===== config.mk =====
export PLATFORM = sky130hd
export DESIGN_NAME = div_seq
export DESIGN_NICKNAME = d
export VERILOG_FILES = /design/src/rtl/div_seq.sv
export SDC_FILE = /design/constraint.sdc
export NUM_CORES = 1
export LEC_CHECK = 0
export ABC_AREA = 1
export CAP_MARGIN = 10
export CORE_MARGIN = 5
export CORE_UTILIZATION = 45
export DETAILED_ROUTE_END_ITERATION = 8
export HOLD_SLACK_MARGIN = 0.1
export PLACE_DENSITY = 0.69
export SLEW_MARGIN = 20
export SYNTH_ARGS = -nofsm -noshare
export SYNTH_HDL_FRONTEND = slang
export SYNTH_SLANG_ARGS = --single-unit

===== constraint.sdc =====
create_clock -name clk -period 2.6 [get_ports clk]
set_input_delay 0.26 -clock clk [delete_from_list [all_inputs] [get_ports clk]]
set_output_delay 0.26 -clock clk [all_outputs]
set_load 0.005 [all_outputs]

===== src/rtl/div_seq.sv =====
// Sequential restoring divider: 2N-bit dividend / N-bit divisor, one quotient bit per clock,
// start/done handshake. Optional macro DIV_ZERO_DETECT_EN short-circuits B=0 straight to DONE.
module div_seq #(
    parameter int N = 8
) (
    input  logic           clk,
    input  logic           reset,
    input  logic           start,
    input  logic [2*N-1:0] A,
    input  logic [N-1:0]   B,
    output logic [2*N-1:0] quot,
    output logic [N-1:0]   rem,
    output logic           done,
    output logic           div_by_zero
);

    localparam int CW = $clog2(2*N) + 1;
    localparam logic [CW-1:0] LAST_ITER = CW'(2*N-1);

    typedef enum logic [1:0] {
        IDLE = 2'd0,
        CALC = 2'd1,
        DONE = 2'd2
    } state_t;

    state_t          state_reg, state_next;
    logic [2*N-1:0]  dvd_reg;
    logic [N-1:0]    dsr_reg;
    logic [N:0]      r_reg;
    logic [2*N-1:0]  q_reg;
    logic [CW-1:0]   cnt_reg;
    logic [2*N-1:0]  quot_reg;
    logic [N-1:0]    rem_reg;

    logic [N:0]      r_shift;
    logic            r_ge;
    logic [N:0]      r_new;
    logic [2*N-1:0]  q_new;
    logic            last_iter;
    logic            zero_load;

    // One restoring step: bring in the next dividend bit, subtract when it fits.
    assign r_shift   = {r_reg[N-1:0], dvd_reg[2*N-1]};
    assign r_ge      = (r_shift >= {1'b0, dsr_reg});
    assign r_new     = r_ge ? (r_shift - {1'b0, dsr_reg}) : r_shift;
    assign q_new     = {q_reg[2*N-2:0], r_ge};
    assign last_iter = (cnt_reg == LAST_ITER);

`ifdef DIV_ZERO_DETECT_EN
    logic dz_reg;
    assign zero_load   = (B == '0);
    assign div_by_zero = dz_reg;
`else
    assign zero_load   = 1'b0;
    assign div_by_zero = 1'b0;
`endif

    always_ff @(posedge clk or posedge reset) begin
        if (reset) begin
            state_reg <= IDLE;
        end else begin
            state_reg <= state_next;
        end
    end

    always_comb begin
        state_next = state_reg;
        case (state_reg)
            IDLE: begin
                if (start) begin
                    state_next = zero_load ? DONE : CALC;
                end
            end
            CALC: begin
                if (last_iter) begin
                    state_next = DONE;
                end
            end
            DONE: begin
                if (!start) begin
                    state_next = IDLE;
                end
            end
            default: state_next = IDLE;
        endcase
    end

    always_ff @(posedge clk or posedge reset) begin
        if (reset) begin
            dvd_reg  <= '0;
            dsr_reg  <= '0;
            r_reg    <= '0;
            q_reg    <= '0;
            cnt_reg  <= '0;
            quot_reg <= '0;
            rem_reg  <= '0;
`ifdef DIV_ZERO_DETECT_EN
            dz_reg   <= 1'b0;
`endif
        end else begin
            case (state_reg)
                IDLE: begin
                    if (start) begin
                        dvd_reg  <= A;
                        dsr_reg  <= B;
                        r_reg    <= '0;
                        q_reg    <= '0;
                        cnt_reg  <= '0;
                        quot_reg <= '0;
                        rem_reg  <= '0;
`ifdef DIV_ZERO_DETECT_EN
                        dz_reg   <= 1'b0;
                        if (zero_load) begin
                            quot_reg <= '1;
                            rem_reg  <= A[N-1:0];
                            dz_reg   <= 1'b1;
                        end
`endif
                    end
                end
                CALC: begin
                    dvd_reg <= {dvd_reg[2*N-2:0], 1'b0};
                    r_reg   <= r_new;
                    q_reg   <= q_new;
                    cnt_reg <= cnt_reg + CW'(1);
                    // Publish on the final step so results appear together with done.
                    if (last_iter) begin
                        quot_reg <= q_new;
                        rem_reg  <= r_new[N-1:0];
                    end
                end
                default: ;
            endcase
        end
    end

    assign quot = quot_reg;
    assign rem  = rem_reg;
    assign done = (state_reg == DONE);

endmodule

==> impl_metrics.ini <==
[clock_network]
post-cts-setup-buffers = 0
path_clk_slew_ns = 0.09
root_buffer = clkbuf_8
cts.sinks = 78
ctsHoldBuffers = 0
htreeDepth = 3
cts_tree = done
numCtsBuffers = 9
cts_resized = 0
clk_latency_ns = 0.36
ctsLongestPathBuffers = 2

[detailed_routing]
wl_per_cell_um = 13.8
drc = 0
drt-initial-drc-count = 112
via_per_inst = 5.03
dr.pass1.iters = 4
antenna_left = 0
wl_um = 7790
vias = 2834

[timing]
finalSetupViolations = 0
relSlewSlack_pct = 43.4
drv_slew = 0
setup-tns-final_ns = 0
worst_pin_slew_ns = 0.848
hold_viol_final = 0
setup_ws_ns = 0.602
min_period_over_period_pct = 76.8
rsz0062_at_grt = false
fin_worst_skew_ns = 0.0145
max_freq_ghz = 0.501
final.min_clock_period_ns = 2.00

[synth]
synth_commonest_cells = nand2_1 (105), dfrtp_1 (78), inv_1 (58)
yosysWarnings = 0
synth_edf_count = 0
synth_compound_area_share_pct = 14.9
yosys.area_share.adder_pct = 3.81
synthXorXnorAreaFrac_pct = 0.920
ys_async_sr_fraction_pct = 100
synth-main-ff-cell = dfrtp_1
synth.most_common_cell = nand2_1
synth_top_cell_area_share_pct = 51.3
synth_area_um2 = 3810
synth_top_family_by_area = simple AND/OR/NAND/NOR gates
synthCells = 408
synthSimpleGateAreaFrac_pct = 19.4
yosysTopAreaCell = dfrtp_1
synth_area_leaders = dfrtp_1 (51%), nand2_1 (10%), inv_1 (5.7%), ha_1 (3.3%), nand3_1 (3.0%)
syn_avg_cell_area_um2 = 9.33
muxShareOfSynthArea_pct = 0
yosysSeqAreaShare_pct = 51.3
ys_seq_elements = 78
ys_types = 39
synth_fp_nets = 446

[worst_setup_path]
reg2reg_from = cnt_reg[0]
critPathSlowestCell = inv_2
crit_buf_inv = 1
r2r_slack_ns = 0.60
worstSetupStartpointType = flip-flop
path_class = flip-flop to flip-flop
cp_max_fo = 40
path_cells = ha_1, nand2_1, nor2_1, ha_1, nand2_4, nand2_4, inv_2, nand2_1, o31ai_2
end_kind = flip-flop
crit_required_ns = 2.86
path_delay_family = buffers and inverters
cpPeakStageDelay_ns = 0.49
arrival_ns = 2.26
reg2regPathDepth = 9
r2r-end = quot[12]

[die]
std_cell_rows = 33
die_area_um2 = 10400
die_h_um = 102
start_util_pct = 46.3
core_area_um2 = 8220
die_w_um = 102
io_pins = 53

[layout]
diodes = 0
fin_cells = 563
final_area_um2 = 4570
fillers = 731
fin_util_pct = 55.7
syn_to_final_growth_pct = 20.1
multi_input_comb_area_um2 = 1490
nNetsFinal = 491
drive_gt1_share_pct = 11.8
regArea_um2 = 1950

[grt]
grt_max_degree = 79
grt_pass1_vias = 2736
antenna_found_initial = 0
grt_usage_pct = 16.6
overflow = 0
grt_pass1_wl_um = 13500

[pwr]
peakVddDrop_mv = 0.549
p_per_area_nw_per_um2 = 1370
leakage_nw = 2.17

[place]
dpl_worst_slack_ns = 0.585
numPlacedInstances = 547
dpl.hpwl_um = 5370
numPortBuffers = 51
gp_congestion = 0.867
post_dp_cell_area_um2 = 4350

[status]
status = completed

[min_path]
hp-class = input pin to asynchronous set/reset pin

[job]
drv_cap = 0
==> worst reg2reg max path, delay by kind of cell (launching register included) <==
| kind | cells | cell delay, ns |
|---|---|---|
| fa+ha+maj | 2 | 0.44 |
| flops | 1 | 0.42 |
| buf+inv | 1 | 0.49 |
| simple gates | 5 | 0.48 |
| compound gates | 1 | 0.09 |
==> through the flow <==
stage          hold WS (ns)  power (W)
2_1_floorplan         0.370    0.00446
3_3_place_gp          0.469    0.00516
3_5_place_dp          0.469    0.00526
4_1_cts               0.314    0.00633
5_1_grt               0.352    0.00688
6_report              0.300    0.00627
==> cell families after synthesis <==
logic type,Yosys count
flip-flops,78
buffers and inverters,82
other,1
adder cells (fa/ha/maj),11
XOR/XNOR,4
AO/OA/AOI/OAI,72
AND/OR/NAND/NOR,160
==> worst max path at each step <==
stage                     from           to  slack, ns  cells past startpoint
global route        cnt_reg[0]      quot[2]       0.43                      9
floorplan                reset   cnt_reg[0]       0.34                      1
detailed placement       start   dvd_reg[6]       0.58                      6
CTS                 cnt_reg[0]     quot[15]       0.58                      9
global placement         start  dvd_reg[13]       0.65                      6
finish              cnt_reg[0]     quot[12]       0.60                      9
==> report_power, final <==
| group | switching (W) | internal [W] |
|---|---|---|
| Sequential | 0.000251 | 0.00177 |
| Clock | 0.000490 | 0.000556 |
| Combinational | 0.00189 | 0.00131 |
==> placed cells by master (no fill, tap or decap), types with 2 or more instances in the layout <==
master / instances
xor2_1: 3
o31ai_2: 5
clkdlybuf4s50_1: 51
o31ai_1: 10
dfrtp_1: 78
o221ai_1: 6
inv_1: 57
o22ai_1: 14
inv_4: 2
ha_1: 10
nor2_8: 2
nand3_1: 23
nor2_1: 12
nand2_1: 105
nand2_4: 3
o21ai_0: 10
o211ai_1: 4
o22ai_2: 5
clkbuf_8: 9
a21oi_1: 5
inv_6: 3
o21ai_2: 9
bufinv_16: 2
inv_2: 5
nand4_1: 9
==> layout make-up <==
cell class | instances | area share, %
clock buffer | 9 | 2.71
clock inverter | 7 | 2.24
inverter | 64 | 5.36
multi-input combinational | 248 | 32.5
sequential | 78 | 42.7
tap | 105 | 2.87
timing repair buffer | 52 | 11.6
==> metal layers <==
layer,wire length [um],vias to the layer above,GRT usage [%]
met3,402,7,2.59
met4,93,0,6.86
li1,-,1437,-
met5,0,-,0
met1,3640,1325,24.2
met2,3660,65,24.9
(Power assumes the default switching activity.)
